<file path="config.mk">
export PLATFORM = sky130hd
export DESIGN_NAME = axi4_line_fetch_flat
export DESIGN_NICKNAME = d
export VERILOG_FILES = /design/src/rtl/axi4_if.sv /design/src/rtl/axi4_line_fetch.sv /design/src/flat_wrapper.sv
export SDC_FILE = /design/constraint.sdc
export NUM_CORES = 1
export LEC_CHECK = 0
export ABC_AREA = 1
export BUFFER_PORTS_ARGS = -buffer_cell sky130_fd_sc_hd__buf_2
export CAP_MARGIN = 20
export CORE_MARGIN = 3
export CORE_UTILIZATION = 40
export DETAILED_ROUTE_END_ITERATION = 10
export PLACE_DENSITY_LB_ADDON = 0.15
export SLEW_MARGIN = 20
export SYNTH_ARGS = -nofsm -noshare
export SYNTH_HDL_FRONTEND = slang
export SYNTH_SLANG_ARGS = --single-unit
</file>
<file path="constraint.sdc">
create_clock -name clk -period 1.98 [get_ports clk]
set_input_delay 0.198 -clock clk [delete_from_list [all_inputs] [get_ports clk]]
set_output_delay 0.198 -clock clk [all_outputs]
set_load 0.02 [all_outputs]
</file>
<file path="src/rtl/axi4_if.sv">
// AXI4 bus bundle shared by the line-fetch master and its memory slave.
// Carries all five channels; this block only exercises AR and R, but the
// write channels are present so a full slave can hang off the same bundle.
//   master modport : drives AR/AW/W request fields and rready/bready
//   slave  modport : drives arready/awready/wready and the R/B responses
`timescale 1ns/1ps
interface axi4_if #(
  parameter int ADDR_WIDTH = 32,
  parameter int DATA_WIDTH = 32
) ();
  // read address channel
  logic                    arvalid;
  logic                    arready;
  logic [ADDR_WIDTH-1:0]   araddr;
  logic [7:0]              arlen;
  logic [2:0]              arsize;
  logic [1:0]              arburst;
  // read data channel
  logic                    rvalid;
  logic                    rready;
  logic [DATA_WIDTH-1:0]   rdata;
  logic [1:0]              rresp;
  logic                    rlast;
  // write address channel
  logic                    awvalid;
  logic                    awready;
  logic [ADDR_WIDTH-1:0]   awaddr;
  logic [7:0]              awlen;
  logic [2:0]              awsize;
  logic [1:0]              awburst;
  // write data channel
  logic                    wvalid;
  logic                    wready;
  logic [DATA_WIDTH-1:0]   wdata;
  logic [DATA_WIDTH/8-1:0] wstrb;
  logic                    wlast;
  // write response channel
  logic                    bvalid;
  logic                    bready;
  logic [1:0]              bresp;

  modport master (
    output arvalid, araddr, arlen, arsize, arburst, rready,
    output awvalid, awaddr, awlen, awsize, awburst,
    output wvalid, wdata, wstrb, wlast, bready,
    input  arready, rvalid, rdata, rresp, rlast,
    input  awready, wready, bvalid, bresp
  );

  modport slave (
    input  arvalid, araddr, arlen, arsize, arburst, rready,
    input  awvalid, awaddr, awlen, awsize, awburst,
    input  wvalid, wdata, wstrb, wlast, bready,
    output arready, rvalid, rdata, rresp, rlast,
    output awready, wready, bvalid, bresp
  );
endinterface

</file>
<file path="src/rtl/axi4_line_fetch.sv">
// AXI4 read master that refills one cache line per request.
// A request address is rounded down to its line, one INCR burst of
// LINE_WORDS beats is issued, the beats are gathered into a line buffer and
// the whole line is handed back with a sticky error flag.
//   clk, reset             : clock, synchronous active-high reset
//   req_valid/ready/addr   : refill request (any byte inside the line)
//   resp_valid/ready       : completed-line handshake
//   resp_data              : line, word k at [k*DATA_WIDTH +: DATA_WIDTH]
//   resp_err               : SLVERR/DECERR seen or rlast misplaced
//   mem_if                 : AXI4 master port (write channels tied off)
`timescale 1ns/1ps
module axi4_line_fetch #(
  parameter int DATA_WIDTH = 32,
  parameter int LINE_WORDS = 4,
  parameter int ADDR_WIDTH = 32
) (
  input  logic                             clk,
  input  logic                             reset,
  input  logic                             req_valid,
  output logic                             req_ready,
  input  logic [ADDR_WIDTH-1:0]            req_addr,
  output logic                             resp_valid,
  input  logic                             resp_ready,
  output logic [LINE_WORDS*DATA_WIDTH-1:0] resp_data,
  output logic                             resp_err,
  axi4_if.master                           mem_if
);

  localparam int OFF_BITS  = $clog2(LINE_WORDS * DATA_WIDTH / 8);
  localparam int SIZE_LOG2 = $clog2(DATA_WIDTH / 8);
  // one extra bit so the counter can sit at LINE_WORDS while draining
  localparam int CNT_W     = $clog2(LINE_WORDS) + 1;

  localparam logic [ADDR_WIDTH-1:0] OFF_MASK  = ADDR_WIDTH'((64'd1 << OFF_BITS) - 64'd1);
  localparam logic [CNT_W-1:0]      CNT_FULL  = CNT_W'(LINE_WORDS);
  localparam logic [CNT_W-1:0]      CNT_LAST  = CNT_W'(LINE_WORDS - 1);

  typedef enum logic [1:0] {IDLE, AR, R, DONE} state_e;

  state_e                  state_q, state_d;
  logic [ADDR_WIDTH-1:0]   araddr_q, araddr_d;
  logic [CNT_W-1:0]        cnt_q, cnt_d;
  logic                    err_q, err_d;
  logic                    wr_en;

  always_comb begin
    state_d  = state_q;
    araddr_d = araddr_q;
    cnt_d    = cnt_q;
    err_d    = err_q;
    wr_en    = 1'b0;
    case (state_q)
      IDLE: begin
        if (req_valid) begin
          state_d  = AR;
          araddr_d = req_addr & ~OFF_MASK;
          cnt_d    = '0;
          err_d    = 1'b0;
        end
      end
      AR: begin
        if (mem_if.arready) state_d = R;
      end
      R: begin
        if (mem_if.rvalid) begin
          // once the counter saturates, extra beats are consumed but dropped
          if (cnt_q != CNT_FULL) begin
            wr_en = 1'b1;
            cnt_d = cnt_q + CNT_W'(1);
          end
          if (mem_if.rresp != 2'b00) err_d = 1'b1;
          if (mem_if.rlast) begin
            state_d = DONE;
            if (cnt_q != CNT_LAST) err_d = 1'b1;   // rlast too early (or late)
          end else if (cnt_q == CNT_LAST) begin
            err_d = 1'b1;                          // rlast missing on final beat
          end
        end
      end
      DONE: begin
        if (resp_ready) state_d = IDLE;
      end
      default: state_d = IDLE;
    endcase
  end

  always_ff @(posedge clk) begin
    if (reset) begin
      state_q  <= IDLE;
      araddr_q <= '0;
      cnt_q    <= '0;
      err_q    <= 1'b0;
    end else begin
      state_q  <= state_d;
      araddr_q <= araddr_d;
      cnt_q    <= cnt_d;
      err_q    <= err_d;
    end
  end

  // line buffer: one register per word, written at the current beat index
  genvar gi;
  generate
    for (gi = 0; gi < LINE_WORDS; gi++) begin : g_word
      logic [DATA_WIDTH-1:0] word_q;
      always_ff @(posedge clk) begin
        if (reset) begin
          word_q <= '0;
        end else if (wr_en && (cnt_q == CNT_W'(gi))) begin
          word_q <= mem_if.rdata;
        end
      end
      assign resp_data[gi*DATA_WIDTH +: DATA_WIDTH] = word_q;
    end
  endgenerate

  assign req_ready  = (state_q == IDLE);
  assign resp_valid = (state_q == DONE);
  assign resp_err   = err_q;

  assign mem_if.arvalid = (state_q == AR);
  assign mem_if.araddr  = araddr_q;
  assign mem_if.arlen   = 8'(LINE_WORDS - 1);
  assign mem_if.arsize  = 3'(SIZE_LOG2);
  assign mem_if.arburst = 2'b01;
  assign mem_if.rready  = (state_q == R);

  assign mem_if.awvalid = 1'b0;
  assign mem_if.awaddr  = '0;
  assign mem_if.awlen   = '0;
  assign mem_if.awsize  = '0;
  assign mem_if.awburst = '0;
  assign mem_if.wvalid  = 1'b0;
  assign mem_if.wdata   = '0;
  assign mem_if.wstrb   = '0;
  assign mem_if.wlast   = 1'b0;
  assign mem_if.bready  = 1'b0;

  // write-channel responses are never used by a read-only master
  logic unused_wr_inputs;
  assign unused_wr_inputs = ^{mem_if.awready, mem_if.wready, mem_if.bvalid, mem_if.bresp};

endmodule

</file>
<file path="src/flat_wrapper.sv">
// flat-port wrapper written by rule: the top's interface ports become plain ports
module axi4_line_fetch_flat 
#(
  parameter int DATA_WIDTH = 32,
  parameter int LINE_WORDS = 4,
  parameter int ADDR_WIDTH = 32
)
  (clk, reset, req_valid, req_ready, req_addr, resp_valid, resp_ready, resp_data, resp_err, mem_if_arvalid, mem_if_araddr, mem_if_arlen, mem_if_arsize, mem_if_arburst, mem_if_rready, mem_if_awvalid, mem_if_awaddr, mem_if_awlen, mem_if_awsize, mem_if_awburst, mem_if_wvalid, mem_if_wdata, mem_if_wstrb, mem_if_wlast, mem_if_bready, mem_if_arready, mem_if_rvalid, mem_if_rdata, mem_if_rresp, mem_if_rlast, mem_if_awready, mem_if_wready, mem_if_bvalid, mem_if_bresp);
  axi4_if #(.ADDR_WIDTH(ADDR_WIDTH), .DATA_WIDTH(DATA_WIDTH)) mem_if_i ();
  input  logic clk;
  input  logic reset;
  input  logic req_valid;
  output logic req_ready;
  input  logic [ADDR_WIDTH-1:0] req_addr;
  output logic resp_valid;
  input  logic resp_ready;
  output logic [LINE_WORDS*DATA_WIDTH-1:0] resp_data;
  output logic resp_err;
  output wire logic [$bits(mem_if_i.arvalid)-1:0] mem_if_arvalid;
  output wire logic [$bits(mem_if_i.araddr)-1:0] mem_if_araddr;
  output wire logic [$bits(mem_if_i.arlen)-1:0] mem_if_arlen;
  output wire logic [$bits(mem_if_i.arsize)-1:0] mem_if_arsize;
  output wire logic [$bits(mem_if_i.arburst)-1:0] mem_if_arburst;
  output wire logic [$bits(mem_if_i.rready)-1:0] mem_if_rready;
  output wire logic [$bits(mem_if_i.awvalid)-1:0] mem_if_awvalid;
  output wire logic [$bits(mem_if_i.awaddr)-1:0] mem_if_awaddr;
  output wire logic [$bits(mem_if_i.awlen)-1:0] mem_if_awlen;
  output wire logic [$bits(mem_if_i.awsize)-1:0] mem_if_awsize;
  output wire logic [$bits(mem_if_i.awburst)-1:0] mem_if_awburst;
  output wire logic [$bits(mem_if_i.wvalid)-1:0] mem_if_wvalid;
  output wire logic [$bits(mem_if_i.wdata)-1:0] mem_if_wdata;
  output wire logic [$bits(mem_if_i.wstrb)-1:0] mem_if_wstrb;
  output wire logic [$bits(mem_if_i.wlast)-1:0] mem_if_wlast;
  output wire logic [$bits(mem_if_i.bready)-1:0] mem_if_bready;
  input wire logic [$bits(mem_if_i.arready)-1:0] mem_if_arready;
  input wire logic [$bits(mem_if_i.rvalid)-1:0] mem_if_rvalid;
  input wire logic [$bits(mem_if_i.rdata)-1:0] mem_if_rdata;
  input wire logic [$bits(mem_if_i.rresp)-1:0] mem_if_rresp;
  input wire logic [$bits(mem_if_i.rlast)-1:0] mem_if_rlast;
  input wire logic [$bits(mem_if_i.awready)-1:0] mem_if_awready;
  input wire logic [$bits(mem_if_i.wready)-1:0] mem_if_wready;
  input wire logic [$bits(mem_if_i.bvalid)-1:0] mem_if_bvalid;
  input wire logic [$bits(mem_if_i.bresp)-1:0] mem_if_bresp;
  assign mem_if_arvalid = mem_if_i.arvalid;
  assign mem_if_araddr = mem_if_i.araddr;
  assign mem_if_arlen = mem_if_i.arlen;
  assign mem_if_arsize = mem_if_i.arsize;
  assign mem_if_arburst = mem_if_i.arburst;
  assign mem_if_rready = mem_if_i.rready;
  assign mem_if_awvalid = mem_if_i.awvalid;
  assign mem_if_awaddr = mem_if_i.awaddr;
  assign mem_if_awlen = mem_if_i.awlen;
  assign mem_if_awsize = mem_if_i.awsize;
  assign mem_if_awburst = mem_if_i.awburst;
  assign mem_if_wvalid = mem_if_i.wvalid;
  assign mem_if_wdata = mem_if_i.wdata;
  assign mem_if_wstrb = mem_if_i.wstrb;
  assign mem_if_wlast = mem_if_i.wlast;
  assign mem_if_bready = mem_if_i.bready;
  assign mem_if_i.arready = mem_if_arready;
  assign mem_if_i.rvalid = mem_if_rvalid;
  assign mem_if_i.rdata = mem_if_rdata;
  assign mem_if_i.rresp = mem_if_rresp;
  assign mem_if_i.rlast = mem_if_rlast;
  assign mem_if_i.awready = mem_if_awready;
  assign mem_if_i.wready = mem_if_wready;
  assign mem_if_i.bvalid = mem_if_bvalid;
  assign mem_if_i.bresp = mem_if_bresp;
  axi4_line_fetch #(.DATA_WIDTH(DATA_WIDTH), .LINE_WORDS(LINE_WORDS), .ADDR_WIDTH(ADDR_WIDTH)) u_core (.clk(clk), .reset(reset), .req_valid(req_valid), .req_ready(req_ready), .req_addr(req_addr), .resp_valid(resp_valid), .resp_ready(resp_ready), .resp_data(resp_data), .resp_err(resp_err), .mem_if(mem_if_i));
endmodule
</file>
==> flow_summary_export.csv, run 1 <==
group,metric,value,unit
status,status,"complete, no violations",
worst_setup_path,slowest_stage,"dfxtp_1",
synth,synth-main-ff-cell,"dfxtp_1",
synth,synth.most_common_cell,"nor2_1",
timing,finalSetupViolCount,0,
hold_path,hold_class,"input pin to flop",
die,design.core.area,0.0162,mm2
timing,tns,0,ns
timing,skew,0.00754,ns
worst_setup_path,r2r.worst_path.cells,9,
worst_setup_path,critical_path_arrival,2.07,ns
timing,hold_viol,0,
timing,worstMarginPinSlew,0.501,ns
drt,antenna_left,0,
power,powerDensity,1160,mW/mm2
cells_and_area,fillers,1715,
drt,drt-initial-drc-count,292,
timing,min_period,1.72,ns
drt,routedWlPerCell,13.8,um
cells_and_area,fin_nets,1172,
synth,synth_top_area_share,48.0,%
die,ios,341,
worst_setup_path,regToRegSetupSlack,0.26,ns
clock_tree,cts.sink_count,162,
timing,slew_viol_final,0,
cells_and_area,seqCellArea,0.00324,mm2
synth,synth_cell_types,20,
power,power,9.64,mW
worst_setup_path,start_kind,"flop",
synth,synth_top_cells_by_count,"nor2_1 (330), dfxtp_1 (162), o21ai_0 (115)",
power,irDropWorstVdd,0.594,mV
worst_setup_path,crit_type,"flop to flop",
clock_tree,cts_buffers,17,
global_route,grt_pass1_wl,27200,um
worst_setup_path,path_max_fanout,18,
cells_and_area,syn2layout_area_growth,22.5,%
clock_tree,clk_path_buf_depth,2,
drt,num_vias,5763,
die,chipWidth,136,um
cells_and_area,drive_above_1_share,26.2,%
global_route,antenna_found_initial,0,
drt,drc,0,
clock_tree,cts.reportedPaths.clkPinSlew,0.06,ns
global_route,grt_max_degree,58,
placement,place.gp.congestion,0.763,
timing,finalCritPeriodShare,87.0,%
global_route,grt_pass1_vias,5007,
drt,vias_per_cell,4.40,
worst_setup_path,path_buf_inv,4,
power,leakagePower,4.04,nW
synth,syn_inst,867,
worst_setup_path,rr_endpoint,"u_core.g_word[0].word_q[11]",
die,dieArea,0.0185,mm2
drt,first_pass_iters,4,
hold_path,min_path_cells,3,
synth,synth.avg_cell_area,7.79,um2
global_route,grt_overflow_total,0,
worst_setup_path,r2r-start,"u_core.state_q[0]",
timing,relSlewSlack,66.6,%
synth,synth_largest_area_cell,"dfxtp_1",
worst_setup_path,cp_top_family,"buffers and inverters",
synth,ys_ff_latch,162,
clock_tree,root_buffer,"clkbuf_16",
die,die_h,136,um
drt,wl_met2,8550,um
drt,wl_met3,1270,um
hold_path,hold_path_end,"u_core.mem_if.araddr[30]",
worst_setup_path,crit_top_cell,"nor2_1",
die,start_util,41.6,%
hold_path,hp-start,"req_addr[30]",
clock_tree,clk_latency,0.41,ns
cells_and_area,multi_input_area,0.00273,mm2
drt,wl_met1,8000,um
worst_setup_path,cp-end-kind,"flop",
placement,io_buffers,229,
timing,rsz0062_at_grt,"false",
timing,fmax,580,MHz
global_route,track_usage,18.7,%
die,rows,46,
worst_setup_path,required,2.33,ns
synth,synth_edf_count,0,
placement,dpl.hpwl,12700,um
synth,yosysWarnings,0,
flow_run,drv_cap,0,
synth,synthArstFlopShare,0,%
drt,routed.top_layer,"met4",
worst_setup_path,crit_path_cell_trace,"inv_1 > ha_2 > nand2_2 > clkinv_4 > nand3_4 > clkinv_2 > buf_4 > nor2_1 > nor2_1",
synth,ys_top_cells_by_area,"dfxtp_1 (48%), nor2_1 (18%), buf_4 (11%)",
synth,ys_seq_area_share,48.0,%
cells_and_area,antenna_cells,0,
synth,synth_area,0.00676,mm2
drt,routed_wirelength,18000,um
clock_tree,htree_levels,4,
worst_setup_path,max_stage_delay,0.34,ns
clock_tree,cts_tree,"yes",
## per-layer routing
metal  GRT usage (%)  vias to the layer above
met5               0                        -
met4            5.26                        0
met3            4.37                       15
met2            31.2                      208
met1            24.3                     2586
li1                -                     2954
## per-stage QoR
step / hold WS [ns] / cell area [um2] / util (%) / setup slack (ns) / instances
2_1_floorplan: 0.267 / 7130 / - / 0.456 / 967
3_3_place_gp: 0.394 / 7670 / 47.3 / 0.207 / 1280
3_5_place_dp: 0.396 / 7670 / 47.3 / 0.184 / 1280
4_1_cts: 0.00203 / 8270 / 51.0 / 0.169 / 1310
5_1_grt: 0.0290 / 8280 / 51.0 / 0.0648 / 1310
6_report: 0.0188 / 8280 / 51.0 / 0.256 / 1310
## logic make-up (layout without fill, tap and decap cells)
logic type	Yosys count	count (layout)	synth area share, %
AND/OR/NAND/NOR	358	358	20.9
adder cells (fa/ha/maj)	10	10	1.85
flip-flops	162	162	48.0
buffers and inverters	174	301	17.2
AO/OA/AOI/OAI	161	161	11.9
other	2	102	0.111
## layout make-up
type | instances | area share [%]
flip-flops and latches | 162 | 39.2
inverters | 26 | 1.32
clock inverters | 8 | 1.56
well taps | 216 | 3.27
clock buffers | 21 | 5.56
multi-input cells | 631 | 32.9
repair buffers | 246 | 16.2
## tightest hold or removal path, cell delays in order
cell     delay, ns
buf_2         0.07
o21ai_1       0.06
nor2_1        0.07
## sequential cells by signal, summed over array words and instances, names as in the netlist
| signal | cells |
|---|---|
| u_core.state_q | 2 |
| u_core.mem_if.araddr | 28 |
| u_core.resp_err | 1 |
| u_core.cnt_q | 3 |
| u_core.g_word.word_q | 128 |
## layout by cell type, fill, tap and decap left out
master,instances
dfxtp_1,162
clkbuf_8,2
inv_1,18
nor2_1,330
o21ai_1,45
nand2_1,17
bufinv_16,3
buf_2,229
clkbuf_16,17
o21ai_0,115
buf_4,11
nand3_1,5
clkinv_4,2
buf_12,5
ha_1,9
inv_2,2
ha_2,1
nand3_4,4
conb_1,102
clkinv_2,6
a21oi_1,1
dlygate4sd3_1,1
nand2_2,2
inv_6,2
clkinvlp_4,1
clkbuf_1,2
## timing repair
action / 4_1_cts / 5_1_grt
hold buffers: 1 / 0
hold endpoints to repair: 1 / 0
setup endpoints to repair: 0 / 8
setup buffers: 0 / 0
gates resized for setup: 0 / 1
## worst max path at each step
stage                            startpoint                           to  cells past startpoint
final                     u_core.state_q[0]  u_core.g_word[0].word_q[11]                      9
after global routing      u_core.state_q[0]  u_core.g_word[0].word_q[10]                      9
after CTS                 u_core.state_q[0]  u_core.g_word[0].word_q[11]                      9
after detailed placement  u_core.state_q[0]  u_core.g_word[0].word_q[13]                      9
after global placement    u_core.state_q[0]  u_core.g_word[0].word_q[18]                      9
after floorplan           u_core.state_q[0]  u_core.g_word[3].word_q[10]                      9
## power breakdown
| group | switching (mW) | internal, mW |
|---|---|---|
| Clock | 1.28 | 2.04 |
| Sequential | 0.203 | 3.67 |
| Combinational | 1.69 | 0.761 |
| Total | 3.17 | 6.47 |
Note: power is estimated with default switching activity, not from simulation.
==> run 2: changes to the inputs <==
Clock period 1.98 ns to 1.48 ns, I/O delays scaled along.
==> flow_summary_export.csv, run 2 (synthesis gave the netlist of run 1 again) <==
group,metric,value,unit
status,status,"complete, no violations",
cells_and_area,drive_above_1_share,28.4,%
timing,slew_viol_final,0,
die,dieArea,0.0185,mm2
cells_and_area,largest_reg_flops,128,
placement,place.gp.congestion,0.768,
worst_setup_path,regToRegSetupSlack,0.08,ns
drt,vias_per_cell,4.34,
placement,dpl_worst_slack,-0.0173,ns
worst_setup_path,required,1.33,ns
drt,antenna_left,0,
clock_tree,cts.sink_count,162,
power,irDropWorstVdd,0.835,mV
clock_tree,cts.reportedPaths.clkPinSlew,0.06,ns
clock_tree,root_buffer,"clkbuf_16",
power,powerDensity,1490,mW/mm2
timing,finalCritPeriodShare,96.6,%
global_route,grt_overflow_total,0,
power,leakagePower,4.30,nW
worst_setup_path,start_kind,"flop",
flow_run,drv_cap,0,
drt,drc,0,
clock_tree,clk_path_buf_depth,2,
hold_path,hold_class,"input pin to flop",
cells_and_area,regMostFlops,"u_core.g_word.word_q",
clock_tree,cts_buffers,17,
placement,dpl.hpwl,12700,um
timing,hold_viol,0,
drt,routed_wirelength,18600,um
cells_and_area,layout_commonest_cell,"nor2_1",
global_route,grt_pass1_vias,5316,
drt,drt-initial-drc-count,232,
timing,min_period,1.43,ns
timing,setup_ws,0.0505,ns
worst_setup_path,critical_path_arrival,1.28,ns
power,power,13.2,mW
timing,skew,0.00407,ns
drt,num_vias,5908,
die,die_h,136,um
cells_and_area,final_cell_mix,"nor2_1 (329), buf_2 (228), dfxtp_1 (158), conb_1 (102), o21ai_0 (87)",
die,chipWidth,136,um
timing,holdWs,0.0124,ns
cells_and_area,syn2layout_area_growth,31.9,%
placement,io_buffers,229,
timing,finalSetupViolCount,0,
global_route,grt_max_degree,92,
timing,rsz0062_at_grt,"true",
global_route,grt_pass1_wl,27600,um
die,ios,341,
global_route,antenna_found_initial,0,
die,start_util,41.6,%
die,design.core.area,0.0162,mm2
cells_and_area,fin_nets,1219,
timing,fmax,700,MHz
clock_tree,htree_levels,4,
global_route,track_usage,18.9,%
die,rows,46,
drt,routedWlPerCell,13.6,um
clock_tree,cts_tree,"yes",
clock_tree,clk_latency,0.42,ns
drt,first_pass_iters,4,
worst_setup_path,path_max_fanout,5,
worst_setup_path,cp-end-kind,"output port",
worst_setup_path,crit_type,"flop to output port",
cells_and_area,antenna_cells,0,
-- run 2: changes by cell type in the layout (fill, tap and decap cells not counted), sizes merged --
cell         delta
dlygate4sd3    +29
buf            +18
clkinvlp        +2
bufinv          -1
clkbuf          +1
inv             +1
-- run 2: per-layer routing --
metal,global-route usage (%),part of all wire (%),up-vias
met1,23.8,43,2605
met4,7.28,2.4,0
li1,-,-,3067
met5,0,0,-
met2,31.5,48,209
met3,4.55,6.7,27
-- run 2: timing repair --
item,CTS,global route
endpoints found under the setup margin,22,70
setup buffers,2,0
cloned,1,0
resized for setup,14,41
hold buffers,30,0
endpoints found under the hold margin,30,0
pin swaps,0,1
-- run 2: layout make-up --
class                   instances  area [um2]
well taps                     216         270
fillers                      1659        7320
flip-flops and latches        162        3250
inverters                      26         116
clock inverters                10         123
clock buffers                  22         484
repair buffers                293        1890
multi-input cells             631        2780
-- run 2: through the flow --
stage	utilization (%)	area [um2]	TNS, ns	cells
final	54.9	8910	0	1360
after detailed placement	48.5	7870	-0.0727	1295
after global placement	48.5	7870	0	1295
after CTS	54.5	8850	0	1360
after global routing	54.9	8910	-0.0570	1360
after floorplan	-	7140	0	967
-- run 2: worst paths after layout --
kind                                                   from                     endpoint  cells past startpoint
worst max-delay path                      u_core.state_q[1]                    req_ready                      4
worst min-delay path                        mem_if_rdata[3]   u_core.g_word[2].word_q[3]                      3
worst max register to register            u_core.state_q[0]  u_core.g_word[2].word_q[13]                      9
worst min register to register  u_core.g_word[0].word_q[31]  u_core.g_word[0].word_q[31]                      2
-- run 2: critical path, stage by stage, from the launching register on --
cell,delay (ns)
dfxtp_4,0.38
inv_2,0.06
ha_4,0.17
buf_4,0.14
buf_6,0.12
-- run 2: power by group --
group	switching (mW)	internal, mW	total (mW)	leakage (nW)
Sequential	0.282	4.92	5.20	1.32
Combinational	2.34	1.26	3.60	2.69
Clock	1.77	2.68	4.45	0.289
Total	4.39	8.86	13.2	4.30
